`src/rtl/hsst_link_rst_supervisor.sv`:
```
// ---------------------------------------------------------------------------
// hsst_link_rst_supervisor
//
// Sequences the HSST TX/RX soft-reset inputs of the PIPE reset controller.
// A stalled TX PLL bring-up is timed out and answered with a TX PLL soft
// reset pulse. Enabled lanes that fail to reach channel-ready are kicked
// with per-lane RX soft reset pulses, chosen round-robin. Once a phase has
// used up its retries, the supervisor parks in FAIL until en drops.
//
// Handshake semantics: none of the ports are valid/ready handshakes. All
// inputs are level-sampled on every rising clk edge and all outputs are
// registered levels, except wtchdg_clr, which is a one-cycle pulse.
//
// Ports
//   clk               in   free-running reset-controller clock
//   rst               in   synchronous active-high reset
//   en                in   supervisor enable; low forces IDLE next cycle
//   lane_mask[3:0]    in   lanes in use; latched on IDLE->WAIT_TX only
//   tx_rst_done       in   TX reset sequence complete
//   hsst_ch_ready[3:0]in   per-lane channel ready
//   txpll_soft_rst_n  out  TX PLL soft reset, active low
//   rxlane_soft_rst_n out  per-lane RX soft reset, active low
//   wtchdg_clr        out  one-cycle pulse on every entry to MONITOR
//   link_ok           out  high while in MONITOR
//   fail              out  high while in FAIL
//   sup_state[2:0]    out  current FSM state (debug)
// ---------------------------------------------------------------------------
module hsst_link_rst_supervisor #(
  parameter int                CNT_W     = 20,
  parameter logic [CNT_W-1:0]  TX_TMO    = 20'hF0000,
  parameter logic [CNT_W-1:0]  RX_TMO    = 20'hF0000,
  parameter int                RST_PULSE = 16,
  parameter int                MAX_RETRY = 3
) (
  input  logic       clk,
  input  logic       rst,
  input  logic       en,
  input  logic [3:0] lane_mask,
  input  logic       tx_rst_done,
  input  logic [3:0] hsst_ch_ready,
  output logic       txpll_soft_rst_n,
  output logic [3:0] rxlane_soft_rst_n,
  output logic       wtchdg_clr,
  output logic       link_ok,
  output logic       fail,
  output logic [2:0] sup_state
);

  typedef enum logic [2:0] {
    IDLE    = 3'd0,
    WAIT_TX = 3'd1,
    TX_RST  = 3'd2,
    WAIT_RX = 3'd3,
    SCAN    = 3'd4,
    RX_RST  = 3'd5,
    MONITOR = 3'd6,
    FAILED  = 3'd7
  } state_t;

  localparam logic [CNT_W-1:0] TX_LAST    = TX_TMO - CNT_W'(1);
  localparam logic [CNT_W-1:0] RX_LAST    = RX_TMO - CNT_W'(1);
  localparam logic [CNT_W-1:0] PULSE_LAST = CNT_W'(RST_PULSE - 1);
  localparam logic [3:0]       RETRY_MAX  = 4'(MAX_RETRY);

  state_t           state;
  logic [CNT_W-1:0] timer;
  logic [CNT_W-1:0] timer_inc;
  logic [3:0]       mask_q;
  logic [3:0]       tx_retry;
  logic [3:0]       rx_retry [4];
  logic [1:0]       rr_ptr;

  logic             ready_all;
  logic             scan_hit;
  logic [1:0]       scan_lane;
  logic [1:0]       scan_idx;

  assign sup_state = state;
  assign ready_all = ((hsst_ch_ready & mask_q) == mask_q);
  // Timer saturates at all-ones; it is cleared on every state entry so the
  // equality compares never see a wrapped value.
  assign timer_inc = (timer == '1) ? timer : timer + CNT_W'(1);

  // Round-robin search: first masked, not-ready lane starting one past the
  // lane serviced last. rr_ptr itself is visited last (offset 4 wraps to 0).
  always_comb begin
    scan_hit  = 1'b0;
    scan_lane = rr_ptr;
    scan_idx  = rr_ptr;
    for (int i = 1; i <= 4; i++) begin
      scan_idx = rr_ptr + 2'(i);
      if (!scan_hit && mask_q[scan_idx] && !hsst_ch_ready[scan_idx]) begin
        scan_hit  = 1'b1;
        scan_lane = scan_idx;
      end
    end
  end

  always_ff @(posedge clk) begin
    if (rst) begin
      state             <= IDLE;
      timer             <= '0;
      mask_q            <= '0;
      tx_retry          <= '0;
      for (int i = 0; i < 4; i++) rx_retry[i] <= '0;
      rr_ptr            <= '0;
      txpll_soft_rst_n  <= 1'b1;
      rxlane_soft_rst_n <= 4'hF;
      wtchdg_clr        <= 1'b0;
      link_ok           <= 1'b0;
      fail              <= 1'b0;
    end else if (!en) begin
      // Abort anything in progress; soft resets release in the same cycle.
      state             <= IDLE;
      timer             <= '0;
      txpll_soft_rst_n  <= 1'b1;
      rxlane_soft_rst_n <= 4'hF;
      wtchdg_clr        <= 1'b0;
      link_ok           <= 1'b0;
      fail              <= 1'b0;
    end else begin
      case (state)
        IDLE: begin
          mask_q   <= lane_mask;
          timer    <= '0;
          tx_retry <= '0;
          for (int i = 0; i < 4; i++) rx_retry[i] <= '0;
          // Park the pointer on lane 3 so the first search begins at lane 0.
          rr_ptr   <= 2'd3;
          state    <= WAIT_TX;
        end

        WAIT_TX: begin
          if (tx_rst_done) begin
            state <= WAIT_RX;
            timer <= '0;
          end else if (timer == TX_LAST) begin
            timer <= '0;
            if (tx_retry < RETRY_MAX) begin
              state            <= TX_RST;
              txpll_soft_rst_n <= 1'b0;
              tx_retry         <= (tx_retry == 4'hF) ? tx_retry : tx_retry + 4'd1;
            end else begin
              state <= FAILED;
              fail  <= 1'b1;
            end
          end else begin
            timer <= timer_inc;
          end
        end

        TX_RST: begin
          if (timer == PULSE_LAST) begin
            txpll_soft_rst_n <= 1'b1;
            state            <= WAIT_TX;
            timer            <= '0;
          end else begin
            timer <= timer_inc;
          end
        end

        WAIT_RX: begin
          if (!tx_rst_done) begin
            state <= WAIT_TX;
            timer <= '0;
          end else if (ready_all) begin
            state      <= MONITOR;
            link_ok    <= 1'b1;
            wtchdg_clr <= 1'b1;
            tx_retry   <= '0;
            for (int i = 0; i < 4; i++) rx_retry[i] <= '0;
            timer      <= '0;
          end else if (timer == RX_LAST) begin
            state <= SCAN;
            timer <= '0;
          end else begin
            timer <= timer_inc;
          end
        end

        SCAN: begin
          timer <= '0;
          if (scan_hit) begin
            rr_ptr <= scan_lane;
            if (rx_retry[scan_lane] >= RETRY_MAX) begin
              state <= FAILED;
              fail  <= 1'b1;
            end else begin
              state                <= RX_RST;
              rxlane_soft_rst_n    <= ~(4'b0001 << scan_lane);
              rx_retry[scan_lane]  <= (rx_retry[scan_lane] == 4'hF) ?
                                      rx_retry[scan_lane] : rx_retry[scan_lane] + 4'd1;
            end
          end else begin
            state <= WAIT_RX;
          end
        end

        RX_RST: begin
          if (timer == PULSE_LAST) begin
            rxlane_soft_rst_n <= 4'hF;
            state             <= WAIT_RX;
            timer             <= '0;
          end else begin
            timer <= timer_inc;
          end
        end

        MONITOR: begin
          wtchdg_clr <= 1'b0;
          if (!tx_rst_done) begin
            state   <= WAIT_TX;
            link_ok <= 1'b0;
            timer   <= '0;
          end else if (!ready_all) begin
            state   <= WAIT_RX;
            link_ok <= 1'b0;
            timer   <= '0;
          end
        end

        FAILED: begin
          fail              <= 1'b1;
          txpll_soft_rst_n  <= 1'b1;
          rxlane_soft_rst_n <= 4'hF;
        end

        default: begin
          state <= IDLE;
        end
      endcase
    end
  end

endmodule

```
`config.mk`:
```
export PLATFORM = sky130hd
export DESIGN_NAME = hsst_link_rst_supervisor
export DESIGN_NICKNAME = d
export VERILOG_FILES = /design/src/rtl/hsst_link_rst_supervisor.sv
export SDC_FILE = /design/constraint.sdc
export NUM_CORES = 1
export LEC_CHECK = 0
export BUFFER_PORTS_ARGS = -buffer_cell sky130_fd_sc_hd__buf_2
export CAP_MARGIN = 0
export CORE_ASPECT_RATIO = 0.9
export CORE_MARGIN = 2
export CORE_UTILIZATION = 59
export DETAILED_ROUTE_END_ITERATION = 8
export PLACE_DENSITY = 0.79
export SLEW_MARGIN = 20
export SYNTH_ARGS = -nofsm -noshare
export SYNTH_HDL_FRONTEND = slang
export SYNTH_SLANG_ARGS = --single-unit
```
`constraint.sdc`:
```
create_clock -name clk -period 3.9 [get_ports clk]
set_clock_uncertainty 0.05 [all_clocks]
set_input_delay 0.78 -clock clk [delete_from_list [all_inputs] [get_ports clk]]
set_output_delay 0.78 -clock clk [all_outputs]
set_load 0.05 [all_outputs]
```
* Yosys cells after proc, flatten, opt, wreduce, memory -nomap -nowiden *
Memories as Yosys holds them, arrays and structs flattened.
Index checks and enable logic that the tools add are counted.

cells by class
  order comparisons = 6
  shift-type cells = 1
  add/subtract/negate cells = 6
  bitwise gates (word level) = 11
  reduce and logical (&&, ||, !) cells = 37
  equality and inequality tests = 28
  multiplexer cells = 106

operator list
  operator                                                    number
  2-to-1 mux 20 bit                                           8
  case mux 20 bit (5 select lines)                            1
  2-to-1 mux 4 bit                                            19
  2-to-1 mux 1 bit                                            44
  == test 20 bit, second input constant                       2
  2-to-1 mux 3 bit                                            11
  != test 2 bit, second input constant                        12
  case mux 4 bit (3 select lines)                             2
  case mux 3 bit (7 select lines)                             1
  adder 20 x 1 -> 20 bit, second input constant               1
  == test 20 x 4 -> 1 bit, second input constant              1
  binary-select mux 1 bit (select 2 bit)                      8
  2-to-1 mux 2 bit                                            7
  == test 3 bit, second input constant                        4
  less-than comparator 2 x 3 -> 1 bit, second input constant  4
  AND reduction 6 bit                                         2
  nonzero test 3 bit                                          4
  adder 4 x 1 -> 4 bit, second input constant                 2
  == test 4 bit, second input constant                        2
  OR 1 bit                                                    8
  AND reduction 4 bit                                         2
  AND reduction 8 bit                                         1
  logical AND 1 bit                                           7
  logical NOT 1 bit                                           7
  25 further kinds                                            35

storage, ports and cells
  memories kept = 1
  bits in writable memories = 16
  register bits after elaboration = 41
  input port bits = 12

memories
  memory    depth  width  rd ports  clocked after memory_dff  write ports  RTL line  source
  rx_retry  4      4      1         0                         4            70        logic [3:0] rx_retry [4];

* Logic depth before layout (Yosys ltp) *
An unclocked memory read counts as a cell.

  depth after elaboration = 28
  depth in mapped cells = 12

* Least setup slack after synthesis *
OpenSTA, ideal clock, no wires.

  kind = input-to-reg
  from = input port hsst_ch_ready[1]
  to = memory rx_retry[0][0] (enable)
  path slack = 0.580 ns
  arrival = 2.962 ns
  required time = 3.542 ns
  setup time = 0.308 ns
  buffers on the path = 2
  stages = 12
  cells stage by stage = nand2b_2 o2bb2ai_1 mux2i_1 buf_4 mux2i_1 a21oi_1 ha_1 or2b_1 nor4_4 buf_6 nand4_4 nand2_1

RTL lines
  what         RTL line  source
  from (decl)  40        input logic [3:0] hsst_ch_ready,
  to (decl)    70

==> flow_summary.yaml <==
layout:
  synthToLayoutAreaGrowth_pct: 13.8
  insertedDiodeCount: 0
  drive_above_1_share_pct: 15.4
  nets: 379
  design_area_um2: 3360
  final_cells: 434
worst_setup_path:
  r2r_setup_slack_ns: 0.85
  worst_r2r_startpoint: "mask_q[0]"
  required_ns: 3.89
  cp-startpoint: "hsst_ch_ready[1]"
  arrival_ns: 3.33
  reg2reg_to: "rx_retry[2][2]"
  endpoint_kind: "flip-flop"
  worstRegToRegCells: 12
  path_max_fanout: 14
  crit_type: "input port to flip-flop"
  crit_end: "rx_retry[2][2]"
  critPathLaunchType: "input port"
synthesis:
  synth.avg_cell_area_um2: 8.91
  ys_types: 57
  async_reset_ff_share_pct: 0
  syn_area_um2: 2960
  synth_seq_area_share_pct: 44.0
  yosys.area.top_type_share_pct: 27.8
  synth-seq-cells: 57
  synthTopCellsByCount: "nor2_1 (51), dfxtp_1 (41), nand2_1 (31), a21oi_1 (20)"
  synth_area_leaders: "dfxtp_1 (28%), edfxtp_1 (16%), nor2_1 (6.5%)"
  synth_ff_type: "dfxtp_1"
  syn_inst: 332
  yosys_warnings: 0
  synth_largest_area_cell: "dfxtp_1"
  synth_edf_count: 16
  synth.most_common_cell: "nor2_1"
clock_tree:
  clock-sinks: 57
  h-tree-depth: 3
  cts_buffers: 9
  clkLatencyLatePin_ns: 0.35
  cts_resized: 0
  path_clk_slew_ns: 0.06
  cts_setup_buffers: 0
  hold_buffers: 0
  cts_tree: "done"
  cts_buffer_depth: 2
  clockRootBuffer: "clkbuf_8"
place:
  dpl.cell_count: 418
  post-dp-hpwl_mm: 4.62
  gp_congestion: 0.889
  placed_cell_area_um2: 3150
  port-buffer-count: 22
power:
  finalPower_mw: 1.41
  leakagePower_nw: 1.25
  power_density_nw_per_um2: 418
  ir_worst_vdd_mv: 0.212
sta:
  worst_pin_slew_ns: 0.721
  setup_viol: 0
  finalHoldViolCount: 0
  min_period_ns: 3.34
  rsz0062_at_grt: "no"
  period_share_pct: 85.5
  drv_slew: 0
  max_freq_ghz: 0.300
  finalSetupTns_ns: 0
  max-slew-margin-rel_pct: 51.6
grt:
  grt-ovfl-total: 0
  grt_pass1_wl_mm: 11.1
  grt_start_max_net_pins: 22
  antenna_found_initial: 0
  grt_use_total_pct: 25.9
  grt_pass1_vias: 2373
die:
  start_util_pct: 61.2
  die_x_um: 78.6
  dieArea_um2: 5590
  die_h_um: 71.2
  io_pins: 23
  core_area_um2: 4830
  rows: 24
hold_path:
  hold_path_class: "flip-flop to flip-flop"
route:
  initialDrtViolationCount: 187
  wl_per_cell_um: 15.3
  drt-pass1-iter-count: 4
  viasPerCell: 6.01
  drc_errors: 0
  ant_nets: 0
  wl_mm: 6.65
  vias: 2610
status:
  outcome: "finished clean"
flow_run:
  max-cap-violations: 0
layer usage:
metal  up-vias  global-route usage, %  part of all wire [%]
met1      1238                   36.5                    48
met4         0                   10.1                   1.8
met2        85                   37.2                    44
met5         -                      0                     0
li1       1273                      -                     -
met3        14                   8.04                   6.0
area by class of cell:
cell class / instances / area [um2]
sequential: 57 / 1300
tap: 65 / 81.3
multi-input combinational: 264 / 1600
fill: 389 / 1470
clock buffer: 14 / 183
inverter: 5 / 18.8
timing repair buffer: 27 / 148
clock inverter: 2 / 35.0
cell usage in the layout, fill, tap and decap left out, drive strengths merged, types with 4 or more instances in the layout:
master  count
inv         5
mux2i      11
nand2      32
nand4      11
xnor2       9
dfxtp      41
nor2       52
a31oi       6
nor2b       4
nand2b      6
nand3      12
o21ai       9
nor3       16
a21oi      20
nor4       12
and3        8
a211oi      5
clkbuf     14
edfxtp     16
buf        27
o22ai       4
conb        8
xor2        8
kinds of logic (layout without fill, tap and decap cells):
kind of cell,after synthesis,in the layout,synth area share [%]
flip-flops,57,57,44.0
other,1,8,0.127
buffers and inverters,18,48,2.88
AO/OA/AOI/OAI,62,62,13.7
XOR/XNOR,17,17,5.04
adder cells (fa/ha/maj),3,3,1.27
AND/OR/NAND/NOR,161,161,28.0
multiplexers,13,13,4.99
worst min path at each step:
stage                               from                    to  slack (ns)  cells after the start
global placement    rxlane_soft_rst_n[2]  rxlane_soft_rst_n[2]        0.42                      1
CTS                 rxlane_soft_rst_n[2]  rxlane_soft_rst_n[2]        0.44                      1
floorplan                    tx_retry[3]           tx_retry[3]        0.41                      2
finish              rxlane_soft_rst_n[2]  rxlane_soft_rst_n[2]        0.44                      1
detailed placement  rxlane_soft_rst_n[2]  rxlane_soft_rst_n[2]        0.42                      1
global route        rxlane_soft_rst_n[2]  rxlane_soft_rst_n[2]        0.47                      1
sequential cells by signal, indices dropped and copies added (netlist names):
register and cells:
fail 1, link_ok 1, mask_q 4, rr_ptr 2
rx_retry 16, rxlane_soft_rst_n 4, sup_state 3, timer 20
tx_retry 4, txpll_soft_rst_n 1, wtchdg_clr 1
worst max-delay path: stages:
cell and delay [ns]:
buf_2 0.09, nand2b_2 0.21, a2bb2oi_1 0.14, mux2i_1 0.13
buf_4 0.23, nor2b_1 0.07, a211oi_1 0.29, a21oi_1 0.12
ha_1 0.27, or2b_1 0.27, nor4_4 0.30, nand4_1 0.21
nand2_1 0.21
power by group:
group          total (mW)  switching (mW)  internal (mW)
Clock               0.598           0.234          0.364
Combinational       0.166           0.107         0.0590
Sequential          0.643          0.0146          0.629
Total                1.41           0.355           1.05
stage by stage:
stage / hold WS [ns] / worst slack, ns / util (%)
final: 0.437 / 0.564 / 69.6
after global routing: 0.466 / 0.348 / 69.6
after detailed placement: 0.425 / 0.241 / 65.1
after CTS: 0.445 / 0.557 / 69.6
after floorplan: 0.414 / 0.580 / -
after global placement: 0.424 / 0.422 / 65.1
Note: power is estimated with default switching activity, not from simulation.
